<file path="config.mk">
export PLATFORM = sky130hd
export DESIGN_NAME = cmos_gate_driver
export DESIGN_NICKNAME = d
export VERILOG_FILES = /design/src/rtl/cmos_gate_driver.sv
export SDC_FILE = /design/constraint.sdc
export NUM_CORES = 1
export LEC_CHECK = 0
export ABC_AREA = 1
export BUFFER_PORTS_ARGS = -buffer_cell sky130_fd_sc_hd__buf_2
export CORE_ASPECT_RATIO = 1.1
export CORE_MARGIN = 1
export CORE_UTILIZATION = 50
export DETAILED_ROUTE_END_ITERATION = 8
export PLACE_DENSITY = 0.72
export SYNTH_ARGS = -nofsm -noshare
export SYNTH_HDL_FRONTEND = slang
export SYNTH_SLANG_ARGS = --single-unit
export TNS_END_PERCENT = 30
</file>
<file path="constraint.sdc">
create_clock -name clk -period 1.6 [get_ports clk]
set_clock_uncertainty 0.1 [all_clocks]
set_input_delay 0.24 -clock clk [delete_from_list [all_inputs] [get_ports clk]]
set_output_delay 0.24 -clock clk [all_outputs]
set_load 0.01 [all_outputs]
</file>
<file path="src/rtl/cmos_gate_driver.sv">
// cmos_gate_driver: break-before-make gate-drive controller for a
// complementary CMOS output stage (PMOS pull-up, NMOS pull-down).
//
// Ports:
//   clk           rising-edge clock
//   rst_n         asynchronous active-low reset
//   en            driver enable; 0 forces both devices off and clears a latched fault
//   drive_req     requested level: 1 = pull-up (PMOS on), 0 = pull-down (NMOS on)
//   fault         synchronous fault request; forces off and latches
//   pmos_gate     PMOS gate, active-low (0 = conducting)
//   nmos_gate     NMOS gate, active-high (1 = conducting)
//   dead_active   high while in the dead-time state
//   fault_latched sticky fault indicator
//   sw_count      count of entries into PU or PD, wraps modulo 2**CNT_W
module cmos_gate_driver #(
  parameter int unsigned DEAD_CYCLES = 3,
  parameter int unsigned DT_W        = 4,
  parameter int unsigned CNT_W       = 8
) (
  input  logic             clk,
  input  logic             rst_n,
  input  logic             en,
  input  logic             drive_req,
  input  logic             fault,
  output logic             pmos_gate,
  output logic             nmos_gate,
  output logic             dead_active,
  output logic             fault_latched,
  output logic [CNT_W-1:0] sw_count
);

  localparam logic [1:0] S_OFF  = 2'd0;
  localparam logic [1:0] S_PU   = 2'd1;
  localparam logic [1:0] S_DEAD = 2'd2;
  localparam logic [1:0] S_PD   = 2'd3;

  localparam logic [DT_W-1:0] DT_LOAD = DT_W'(DEAD_CYCLES);
  localparam logic [DT_W-1:0] DT_ONE  = DT_W'(1);

  logic [1:0]       r_state;
  logic [DT_W-1:0]  r_cnt;
  logic             r_pmos;
  logic             r_nmos;
  logic             r_dead;
  logic             r_flt;
  logic [CNT_W-1:0] r_sw;

  logic [1:0]       w_state_nxt;
  logic [DT_W-1:0]  w_cnt_nxt;
  logic             w_flt_nxt;
  logic             w_enter_on;

  // Next-state, dead counter and fault latch; fault beats en, en beats normal flow.
  always_comb begin
    w_state_nxt = r_state;
    w_cnt_nxt   = r_cnt;
    w_flt_nxt   = r_flt;
    if (fault) begin
      w_state_nxt = S_OFF;
      w_cnt_nxt   = '0;
      w_flt_nxt   = 1'b1;
    end else if (!en) begin
      w_state_nxt = S_OFF;
      w_cnt_nxt   = '0;
      w_flt_nxt   = 1'b0;
    end else begin
      case (r_state)
        S_OFF: begin
          if (!r_flt) begin
            w_state_nxt = S_DEAD;
            w_cnt_nxt   = DT_LOAD;
          end
        end
        S_PU: begin
          if (!drive_req) begin
            w_state_nxt = S_DEAD;
            w_cnt_nxt   = DT_LOAD;
          end
        end
        S_PD: begin
          if (drive_req) begin
            w_state_nxt = S_DEAD;
            w_cnt_nxt   = DT_LOAD;
          end
        end
        S_DEAD: begin
          // Exit target is whatever drive_req is at the exit edge; a zero
          // count is treated like one so DEAD can never stall.
          if (r_cnt <= DT_ONE) begin
            w_state_nxt = drive_req ? S_PU : S_PD;
            w_cnt_nxt   = '0;
          end else begin
            w_cnt_nxt = r_cnt - DT_ONE;
          end
        end
        default: begin
          w_state_nxt = S_OFF;
          w_cnt_nxt   = '0;
        end
      endcase
    end
  end

  // On-states are only reachable from DEAD, so any change into PU/PD is an entry.
  assign w_enter_on = (w_state_nxt != r_state) &&
                      ((w_state_nxt == S_PU) || (w_state_nxt == S_PD));

  // State plus outputs decoded from the next state, so gates move with the state.
  always_ff @(posedge clk or negedge rst_n) begin
    if (!rst_n) begin
      r_state <= S_OFF;
      r_cnt   <= '0;
      r_pmos  <= 1'b1;
      r_nmos  <= 1'b0;
      r_dead  <= 1'b0;
      r_flt   <= 1'b0;
      r_sw    <= '0;
    end else begin
      r_state <= w_state_nxt;
      r_cnt   <= w_cnt_nxt;
      r_pmos  <= (w_state_nxt != S_PU);
      r_nmos  <= (w_state_nxt == S_PD);
      r_dead  <= (w_state_nxt == S_DEAD);
      r_flt   <= w_flt_nxt;
      if (w_enter_on) begin
        r_sw <= r_sw + CNT_W'(1);
      end
    end
  end

  assign pmos_gate     = r_pmos;
  assign nmos_gate     = r_nmos;
  assign dead_active   = r_dead;
  assign fault_latched = r_flt;
  assign sw_count      = r_sw;

endmodule

</file>
== Word-level counts from Yosys, hierarchy flattened ==
Cells that the tools add are included.
Storage, ports and cells
  register bits after elaboration: 18
  output and inout bits: 12
  word-level logic and storage cells: 43
Cells by class
  $add $sub $neg: 2
  magnitude comparators: 1
  equal/unequal tests: 12
  mux-type cells: 17
  reductions and logical operators: 4
Operators with widths (number)
  2-to-1 mux 4 bit: 6
  one-hot mux 4 bit (4 select lines): 1
  2-to-1 mux 2 bit: 7
  inequality test 4 bit (second input constant): 3
  adder 8 x 1 -> 8 bit (second input constant): 1
  equality test 2 bit (second input constant): 4
  one-hot mux 2 bit (4 select lines): 1
  equality test 2 x 1 -> 1 bit (second input constant): 2
  <= comparator 4 x 1 -> 1 bit (second input constant): 1
  inequality test 2 x 1 -> 1 bit (second input constant): 2
  subtractor 4 x 1 -> 4 bit (second input constant): 1
  AND reduction 3 bit: 1
  zero test 2 bit: 1
  2-to-1 mux 1 bit: 2
  inequality test 2 bit: 1
  logical AND 1 bit: 1
  logical OR 1 bit: 1

== Longest topological paths before layout ==
Gate-level depths: netlist (run 1).
  word-level depth: 8
  depth in mapped cells: 10

== Worst setup path before layout (run 1) ==
Ideal clock, no wire load.
  path kind: reg-to-reg
  start point: register r_cnt[0]
  end point: register r_sw[5], in the netlist sw_count[5]
  library setup time: 0.116 ns
  data arrival time: 1.209 ns
  slack: 0.175 ns
  stages on the path, launching flop included: 11
  path buffers: 0
  cells stage by stage: dfrtp_1 > inv_1 > ha_1 > inv_1 > nand2_1 > nand3_4 > nand2_4 > nand3_4 > clkinv_4 > nand2_1 > nand2_1
On the way
  cells in the longest elaborated chain, start to end: 8
  elaborated cells on any way between the ends: 10
RTL lines
  start: declaration: line 41  | logic [DT_W-1:0] r_cnt;
  start signal: assignment: line 120  | r_cnt <= w_cnt_nxt;
  <= comparator 4 x 1 -> 1 bit (*): line 89  | if (r_cnt <= DT_ONE) begin
  2-to-1 mux 2 bit (*): line 89
  one-hot mux 2 bit (4 select lines) (*): line 67  | case (r_state)
  2-to-1 mux 2 bit (*): line 62  | end else if (!en) begin
  2-to-1 mux 2 bit (*): line 58  | if (fault) begin
  equality test 2 x 1 -> 1 bit or equality test 2 bit (tied branches): line 106  | ((w_state_nxt == S_PU) || (w_state_nxt == S_PD));
  logical OR 1 bit: line 106
  logical AND 1 bit (*): line 105  | assign w_enter_on = (w_state_nxt != r_state) &&
  end signal: assignment: line 126  | r_sw <= r_sw + CNT_W'(1);
  end: declaration: line 46  | logic [CNT_W-1:0] r_sw;
Mark *: on every way between the ends. The rest lies on a longest branch, timed or not.
A chain may end at the register's enable or synchronous reset.

== Worst setup path in the final report (run 1) ==
  start point: register r_cnt[0]
  end point: register r_sw[1], in the netlist sw_count[1]
Same word-level chain as after synthesis.

==> results of run 1 <==
## final timing paths
check / from / depth (start not counted) / end / slack (ns)
worst max-delay path: r_cnt[0] / 10 / sw_count[1] / 0.12
worst min-delay path: en / 2 / fault_latched / 0.07
worst max register to register: r_cnt[0] / 10 / sw_count[1] / 0.12
worst min register to register: fault_latched / 1 / fault_latched / 0.41
max in group asynchronous: rst_n / 2 / pmos_gate / 0.79
min in group asynchronous: rst_n / 2 / sw_count[2] / 0.30
## flip-flops by register name, indices dropped and copies added (netlist names)
register / count
nmos_gate: 1
r_state: 2
dead_active: 1
fault_latched: 1
r_cnt: 4
pmos_gate: 1
sw_count: 8
## cell usage in the layout (no fill, tap or decap), drive strengths merged
cell | Yosys | routed
nand2 | 46 | 46
dfrtp | 17 | 17
buf | 0 | 17
inv | 14 | 14
nor2 | 11 | 11
nand3 | 9 | 10
o21ai | 5 | 5
xnor2 | 4 | 4
clkbuf | 0 | 4
xor2 | 3 | 3
nand4 | 3 | 3
ha | 3 | 3
clkinv | 1 | 1
nor3 | 1 | 1
a21oi | 1 | 1
a21o | 1 | 1
dlygate4sd3 | 0 | 1
dfstp | 1 | 1
## worst reg2reg max path, delay by kind of cell, from the launching register on
| kind | cells | cell delay (ns) |
|---|---|---|
| AND/OR/NAND/NOR | 6 | 0.49 |
| flip-flops | 1 | 0.44 |
| buffers and inverters | 3 | 0.22 |
| adder cells (fa/ha/maj) | 1 | 0.18 |
## power groups by stage
stage	combinational, µW	sequential [µW]	clock [µW]
after CTS	206	530	281
after global routing	236	541	304
after global placement	199	538	0
after floorplan	119	550	0
final	209	530	272
after detailed placement	203	539	0
## kinds of logic after synthesis
| group | Yosys count | share of synthesized area |
|---|---|---|
| DFF | 18 | 0.460 |
| buffers and inverters | 15 | 0.0624 |
| xor gates and xnor gates | 7 | 0.0624 |
| and+or+nand+nor | 70 | 0.339 |
| adders and majority gates | 3 | 0.0382 |
| AOI/OAI and AO/OA | 7 | 0.0382 |
## through the flow
stage	utilization	hold WS [ns]	setup slack [ns]	area (µm²)	TNS, ns
floorplan	-	-0.156	0.175	982	0
global placement	0.602	0.0899	0.0968	1100	0
detailed placement	0.602	0.0888	0.0396	1100	0
CTS	0.627	0.0694	0.0158	1140	0
global route	0.639	0.0738	-0.00958	1160	-0.0236
finish	0.639	0.0707	0.118	1160	0
## layer usage
layer / part of all wire / vias to the layer above / global-route usage / routed length [µm]
met4: 0.022 / 0 / 0.0960 / 40
met1: 0.43 / 378 / 0.199 / 760
li1: - / 423 / - / -
met3: 0.035 / 5 / 0.0224 / 63
met5: 0 / - / 0 / 0
met2: 0.52 / 20 / 0.304 / 920
## timing repair
item	in CTS	in global routing
hold buffers	1	0
resized for setup	0	4
endpoints found under the setup margin	0	11
hold endpoints to repair	17	0
setup buffers	0	1
## final cells by class
class	count	area share
clock buffer	4	0.0311
inverter	15	0.0526
multi-input combinational	88	0.416
sequential	18	0.388
tap	27	0.0290
timing repair buffer	18	0.0838
==> metrics.md, run 1 <==
| Metric | Value |
|---|---|
| Clock sink count | 18 |
| Total wire length | 1.79 mm |
| Fin cells | between 150 and 200 |
| Cells after synthesis | 120 |
| Pwr Total | between 1000 and 1500 µW |
| Post-DP HPWL | 1.33 mm |
| Row cnt | 16 |
| Max-cap viol count | 0 |
| Setup crit start kind | flip-flop |
| DR pass1 iterations | 6 |
| Vias | 826 |
| Die width | ~44 µm |
| Primary FF master, synth | dfrtp_1 |
| Most common cell in the netlist | nand2_1 |
| Number of port buffers | 16 |
| Antenna violations before repair | 0 |
| Initial Util | 0.539 |
| Clk buf depth | 2 |
| VDD IR max | approximately 630 µV |
| Post-route clock period utilization | 0.926 |
| GP Congestion | a little over 0.8 |
| EDFF count, synth | 0 |
| WP buf/inv | 3 |
| Distinct cell type count after synthesis | 21 |
| FFs w/ async S/R, synth | 1.00 |
| P_sw | about 300 µW |
| Outcome | completed |
| Highest-delay cell along the critical path | dfrtp_1 |
| Power share of the clock group | 0.269 |
| DRT iter0 DRCs | 27 |
| Pin count of the biggest net entering global routing | 19 |
| Synth area leader | dfrtp_1 |
| CTS tree | done |
| FF+latch area | approximately 450 µm² |
| Antenna cells | 0 |
| Placed Cells | between 150 and 200 |
| Endpoints failing setup | 0 |
| Worst Path Arrival | roughly 1.6 ns |
| Num CTS Buffers | 3 |
| Root buffer cell | clkbuf_4 |
| Post-DR wirelength/cell | between 10 and 15 µm |
| Area of the multi-input gates | around 480 µm² |
| Crit path required time | 1.74 ns |
| Share of the yosys chip area belonging to registers | 0.460 |
| Pwr per Cell Area | 868 mW/mm² |
| H-tree levels | 1 |
| Hold Path Class | in -> reg |
| Remaining global-route overflow | 0 |
| Slew Viols, Final | 0 |
| Yosys Warn Count | 0 |
| Maximum fanout along the worst path | 7 |
| Mapped Area | slightly below 0.001 mm² |
| I/O Pins | 17 |
| Family with the most delay on the worst path | simple AND/OR/NAND/NOR gates |
| Via/cell ratio | 4.86 |
| Max Freq | ~0.67 GHz |
| Worst-Margin Slew | 0.392 ns |
| Int Pwr | 715 µW |
| First-pass GRT wire length | 2.79 mm |
| Crit. End Element | flip-flop |
| Share of cells above drive strength 1 | 0.252 |
| Final hold vios | 0 |
| Sw frac | 0.293 |
| Vias in the first global route | 730 |
| Routed Antenna Nets | 0 |
| # fillers | 160 |
| Synth Area per Inst | 8.18 µm² |
| Crit path time final | between 1 and 1.5 ns |
| Clk_lat worst skew | ~0.29 ns |
| # nets final | 152 |
| Commonest cells post-synth | 45 x nand2_1, 17 x dfrtp_1, 12 x inv_1 |
| Slew Limit Headroom | 0.739 |
| Part of the power in registers | 0.524 |
| Syn nets | approximately 130 |
| Die footprint | between 0.002 and 0.0025 mm² |
| CORE AREA | roughly 0.0018 mm² |
| Leak Pwr | 0.000613 µW |
| Worst path max stage delay | about 0.44 ns |
| Area share of the largest cell type after synthesis | 0.433 |
| Die H | approximately 48 µm |
| Logic gate share of total power | 0.207 |
| Area contributors post-synth | dfrtp_1 43%, nand2_1 17%, inv_1 4.6% |
| Flops & latches, synth | 18 |
| Synthesis-to-layout area growth | 18.6% |
| Critical setup path kind | reg -> reg |
| Clock transition at path regs | 0.10 ns |
| Gr usage total | 0.175 |
| DR DRC count | 0 |
| Critical path, cell by cell | inv_2 > ha_2 > inv_1 > nand2_2 > nand3_4 > nand2_4 > nand3_4 > clkinv_4 > nand2_1 > nand2_1 |
Power figures use the tool's default switching activity.
==> run 2: changes to the inputs <==
Settings changed: CELL_PAD_IN_SITES_DETAIL_PLACEMENT from default to 1, CELL_PAD_IN_SITES_GLOBAL_PLACEMENT from default to 2, CORE_UTILIZATION 50 to 28, PLACE_DENSITY 0.72 to default, PLACE_DENSITY_LB_ADDON from default to 0.1.
Clock period 1.6 ns to 1.3 ns, I/O delays scaled along.
==> metrics.md, run 2 (synthesis gave the netlist of run 1 again) <==
| Metric | Value |
|---|---|
| Worst Path Arrival | 1.56 ns (was 1.62 ns) |
| Leak Pwr | 0.000706 µW (was 0.000613 µW) |
| Post-route clock period utilization | 1.10 (was 0.926) |
| Via/cell ratio | 4.25 (was 4.86) |
| Worst path max stage delay | 0.41 ns (was 0.44 ns) |
| Remaining global-route overflow | 0 (unchanged) |
| Pre-CTS setup slack | -0.215 ns (was 0.0396 ns) |
| Clock transition at path regs | 0.11 ns (was 0.10 ns) |
| GP Congestion | 0.762 (was 0.826) |
| Max Freq | 0.702 GHz (was 0.675 GHz) |
| Worst-Margin Slew | 0.437 ns (was 0.392 ns) |
| Crit path time final | 1.42 ns (was 1.48 ns) |
| Synthesis-to-layout area growth | 40.1% (was 18.6%) |
| Max FFs per register | 8 (unchanged) |
| Pwr per Cell Area | 993 mW/mm² (was 868 mW/mm²) |
| Setup crit start kind | flip-flop (unchanged) |
| Crit. End Element | flip-flop (unchanged) |
| Row cnt | 22 (was 16) |
| Maximum fanout along the worst path | 7 (unchanged) |
| # fillers | 412 (was 160) |
| I/O Pins | 17 (unchanged) |
| # nets final | 171 (was 152) |
| Number of port buffers | 16 (unchanged) |
| CORE AREA | 0.00333 mm² (was 0.00182 mm²) |
| Die width | 58.5 µm (was 44.3 µm) |
| Clock sink count | 18 (unchanged) |
| Routed Antenna Nets | 0 (unchanged) |
| DR DRC count | 0 (unchanged) |
| Antenna cells | 0 (unchanged) |
| Slew Limit Headroom | 0.709 (was 0.739) |
| CTS tree | done (unchanged) |
| Highest-delay cell along the critical path | dfrtp_1 (unchanged) |
| Slew Viols, Final | 0 (unchanged) |
| Failing checks | setup timing |
| Initial Util | 0.295 (was 0.539) |
| Antenna violations before repair | 0 (unchanged) |
| Vias | 892 (was 826) |
| Most common cell after layout, fill and taps aside | nand2_1 (unchanged) |
| VDD IR max | 583 µV (was 634 µV) |
| RSZ-0062 raised after global routing | true |
| Gr usage total | 0.156 (was 0.175) |
| Root buffer cell | clkbuf_4 (unchanged) |
| Final hold vios | 0 (unchanged) |
| DR pass1 iterations | 4 (was 6) |
| Clk_lat worst skew | 0.29 ns (about the same) |
| Post-DP HPWL | 1.80 mm (was 1.33 mm) |
| Hold Slack | 0.0141 ns (was 0.0707 ns) |
| Fin worst setup slack | -0.124 ns (was 0.118 ns) |
| FF+latch area | 454 µm² (was 452 µm²) |
| Crit path required time | 1.44 ns (was 1.74 ns) |
| Vias in the first global route | 909 (was 730) |
| Share of cells above drive strength 1 | 0.395 (was 0.252) |
| Outcome | complete, but fails checks (was completed) |
| Commonest non-fill, non-tap cells in the layout | 41 x nand2_1, 20 x buf_4, 16 x buf_2 (was 44 x nand2_1, 17 x dfrtp_1, 16 x buf_2) |
| Post-DR wirelength/cell | 12.2 µm (was 10.5 µm) |
| Die H | 64.1 µm (was 48.5 µm) |
| Total wire length | 2.56 mm (was 1.79 mm) |
| Critical path, cell by cell | inv_2 > ha_4 > inv_2 > nand2_4 > nand3_4 > nand2_4 > nand3_4 > clkinv_4 > nand2_1 > nand2_1 (was inv_2 > ha_2 > inv_1 > nand2_2 > nand3_4 > nand2_4 > nand3_4 > clkinv_4 > nand2_1 > nand2_1) |
| Pin count of the biggest net entering global routing | 19 (unchanged) |
| H-tree levels | 1 (unchanged) |
| Num CTS Buffers | 3 (unchanged) |
| Clk buf depth | 2 (unchanged) |
| Hold Path Class | in -> reg (unchanged) |
| Endpoints failing setup | 17 (was 0) |
| Critical setup path kind | reg -> reg (unchanged) |
| First-pass GRT wire length | 4.29 mm (was 2.79 mm) |
| Max-cap viol count | 0 (unchanged) |
| Area of the multi-input gates | 524 µm² (was 484 µm²) |
| Die footprint | 0.00375 mm² (was 0.00215 mm²) |
| DRT iter0 DRCs | 20 (was 27) |
==> run 2: final cells by class <==
cell class / count / share of cell area
clock buffers: 4 / 0.0264
flip-flops and latches: 18 / 0.330
inverters: 15 / 0.0445
well taps: 48 / 0.0436
multi-input cells: 88 / 0.381
repair buffers: 37 / 0.175
==> run 2: power breakdown <==
group / internal, µW / leakage, µW / switching (µW)
registers: 606 / 0.000237 / 57.7
logic: 158 / 0.000448 / 189
clock network: 171 / 0.0000210 / 185
total: 935 / 0.000706 / 432
==> run 2: per-stage QoR <==
| stage | cells | instance area [µm²] | total power (µW) | util | TNS (ns) |
|---|---|---|---|---|---|
| CTS | 207 | 1320 | 1370 | 0.396 | -2.13 |
| floorplan | 120 | 987 | 826 | - | -0.537 |
| detailed placement | 195 | 1210 | 959 | 0.363 | -2.30 |
| finish | 210 | 1380 | 1370 | 0.413 | -1.63 |
| global route | 210 | 1380 | 1470 | 0.413 | -2.96 |
| global placement | 195 | 1210 | 956 | 0.363 | -1.44 |
==> run 2: path summary, 6_finish.rpt <==
check	depth (start not counted)	slack [ns]	endpoint	startpoint
max in group asynchronous	2	0.50	pmos_gate	rst_n
worst min register to register	1	0.42	fault_latched	fault_latched
worst max-delay path	10	-0.12	sw_count[4]	r_cnt[1]
min in group asynchronous	2	0.26	sw_count[2]	rst_n
worst min-delay path	2	0.01	r_cnt[2]	fault
worst max register to register	10	-0.12	sw_count[4]	r_cnt[1]
==> run 2: repair_timing <==
| item | in CTS | in global routing |
|---|---|---|
| pin swaps | 5 | 3 |
| endpoints found under the hold margin | 17 | 0 |
| endpoints found under the setup margin | 17 | 18 |
| setup buffers | 6 | 3 |
| hold buffers | 1 | 0 |
| gates cloned | 1 | 0 |
| gates resized for setup | 6 | 9 |
==> run 2: per-layer routing <==
| layer | up-vias | share of wire | wire length [µm] | global-route usage |
|---|---|---|---|---|
| met4 | 0 | 0.0074 | 19 | 0.0446 |
| li1 | 461 | - | - | - |
| met5 | - | 0 | 0 | 0 |
| met3 | 2 | 0.025 | 65 | 0.0304 |
| met2 | 15 | 0.50 | 1280 | 0.240 |
| met1 | 414 | 0.47 | 1190 | 0.221 |
==> run 2: worst max-delay path: cells and delay by family, from the launching register on <==
family        cells  cell delay (ns)
simple gates      6             0.45
buf+inv           3             0.25
fa+ha+maj         1             0.15
flops             1             0.41
==> run 3: changes to the inputs <==
Settings changed: CORE_MARGIN 1 to default, SKIP_CTS_REPAIR_TIMING from default to 1.
==> metrics.md, run 3 (synthesis gave the netlist of run 1 again) <==
| Metric | Value |
|---|---|
| Outcome | complete, but fails checks (unchanged) |
| Failing checks | setup timing (unchanged) |
| Setup total negative slack | -1.91 ns (was -1.63 ns) |
| Hold Path Class | in -> reg (unchanged) |
| Commonest non-fill, non-tap cells in the layout | 42 x nand2_1, 16 x buf_2, 15 x dfrtp_1 (was 41 x nand2_1, 20 x buf_4, 16 x buf_2) |
| Highest-delay cell along the critical path | dfrtp_2 (was dfrtp_1) |
| First-pass GRT wire length | 4.01 mm (was 4.29 mm) |
| Row cnt | 22 (unchanged) |
| Final instance area | 0.00132 mm² (was 0.00138 mm²) |
| DRT iter0 DRCs | 13 (was 20) |
| Worst-Margin Slew | 0.437 ns (about the same) |
| Clock sink count | 18 (unchanged) |
| Vias | 872 (was 892) |
| Clk buf depth | 2 (unchanged) |
| DR DRC count | 0 (unchanged) |
| Post-route clock period utilization | 1.14 (was 1.10) |
| # nets final | 164 (was 171) |
| Worst Path Arrival | 1.62 ns (was 1.56 ns) |
| RSZ-0062 raised after global routing | true (unchanged) |
| Fin util | 0.395 (was 0.413) |
| P_sw | 412 µW (was 432 µW) |
| Crit path required time | 1.44 ns (about the same) |
| DR pass1 iterations | 3 (was 4) |
| Pre-CTS setup slack | -0.215 ns (unchanged) |
| CORE AREA | 0.00333 mm² (unchanged) |
| Pwr Total | 1320 µW (was 1370 µW) |
| Total wire length | 2.34 mm (was 2.56 mm) |
| Initial Util | 0.295 (unchanged) |
| Crit path time final | 1.48 ns (was 1.42 ns) |
| Pin count of the biggest net entering global routing | 19 (unchanged) |
| Setup crit start kind | flip-flop (unchanged) |
| Family with the most delay on the worst path | simple AND/OR/NAND/NOR gates (unchanged) |
| Clk_lat worst skew | 0.29 ns (about the same) |
| Most common cell after layout, fill and taps aside | nand2_1 (unchanged) |
| Slew Viols, Final | 0 (unchanged) |
| Die footprint | 0.00375 mm² (unchanged) |
| Share of cells above drive strength 1 | 0.355 (was 0.395) |
| Routed Antenna Nets | 0 (unchanged) |
| Max Freq | 0.676 GHz (was 0.702 GHz) |
| Logic gate share of total power | 0.228 (was 0.254) |
| GP Congestion | 0.762 (unchanged) |
| Maximum fanout along the worst path | 7 (unchanged) |
| Die width | 58.5 µm (unchanged) |
| Max FFs per register | 8 (unchanged) |
| Crit. End Element | flip-flop (unchanged) |
| Num CTS Buffers | 3 (unchanged) |
| CTS tree | done (unchanged) |
| Synthesis-to-layout area growth | 34.0% (was 40.1%) |
| Critical path, cell by cell | inv_2 > ha_4 > inv_2 > nand2_2 > nand3_4 > nand2_4 > nand3_4 > clkinv_4 > nand2_1 > nand2_1 (was inv_2 > ha_4 > inv_2 > nand2_4 > nand3_4 > nand2_4 > nand3_4 > clkinv_4 > nand2_1 > nand2_1) |
| VDD IR max | 587 µV (was 583 µV) |
| Post-DR wirelength/cell | 11.5 µm (was 12.2 µm) |
| Gr usage total | 0.145 (was 0.156) |
| H-tree levels | 1 (unchanged) |
| Remaining global-route overflow | 0 (unchanged) |
| Leak Pwr | 0.000671 µW (was 0.000706 µW) |
| Critical setup path kind | reg -> reg (unchanged) |
| WP buf/inv | 3 (unchanged) |
| Power share of the clock group | 0.269 (was 0.260) |
| Clock transition at path regs | 0.11 ns (about the same) |
| Fin worst setup slack | -0.179 ns (was -0.124 ns) |
| Endpoints failing setup | 16 (was 17) |
| Max-cap viol count | 0 (unchanged) |
| Slew Limit Headroom | 0.708 (was 0.709) |
| Pwr per Cell Area | 1000 mW/mm² (was 993 mW/mm²) |
| Worst path max stage delay | 0.46 ns (was 0.41 ns) |
| Sw frac | 0.312 (was 0.316) |
| Post-DP HPWL | 1.80 mm (unchanged) |
| Antenna violations before repair | 0 (unchanged) |
| Via/cell ratio | 4.30 (was 4.25) |
| Root buffer cell | clkbuf_4 (unchanged) |
| Final hold vios | 0 (unchanged) |
| Part of the power in registers | 0.503 (was 0.486) |
| I/O Pins | 17 (unchanged) |
| Number of port buffers | 16 (unchanged) |
| Antenna cells | 0 (unchanged) |
| Die H | 64.1 µm (unchanged) |
| Vias in the first global route | 850 (was 909) |
| Int Pwr | 908 µW (was 935 µW) |
| DP Area | 0.00121 mm² (unchanged) |
[run 3: cell types whose count changed in the layout (fill, tap and decap cells not counted), sizes merged]
cell	before	now
buf	36	29
[run 3: power groups by stage]
stage	Sequential (µW)	Clock (µW)	Combinational (µW)
global route	678	408	341
CTS	666	377	285
global placement	667	0	288
floorplan	677	0	149
finish	664	355	301
detailed placement	676	0	282
[run 3: final cells by class]
type | instances | area, µm²
inverter | 15 | 61.3
multi-input combinational | 88 | 517
clock buffer | 4 | 36.3
sequential | 18 | 454
fill | 406 | 2010
tap | 48 | 60.1
timing repair buffer | 30 | 188
[run 3: worst paths after layout]
kind	from	end	slack, ns	cells after the start
min	fault	r_cnt[2]	0.02	2
max reg2reg	r_cnt[0]	sw_count[1]	-0.18	10
max	r_cnt[0]	sw_count[1]	-0.18	10
min reg2reg	fault_latched	fault_latched	0.42	1
max in group asynchronous	rst_n	pmos_gate	0.50	2
min in group asynchronous	rst_n	sw_count[4]	0.26	2
[run 3: stage by stage]
step                      hold slack [ns]  std cells
after floorplan                    -0.201        120
after global placement             0.0599        195
after detailed placement           0.0654        195
after CTS                          -0.275        199
after global routing               0.0157        203
final                              0.0160        203
[run 3: layer usage]
metal,GRT usage,vias up,wire length [µm]
met3,0.0304,2,61
met5,0,-,0
met2,0.218,11,1110
met1,0.206,411,1150
met4,0.0446,0,19
li1,-,448,-
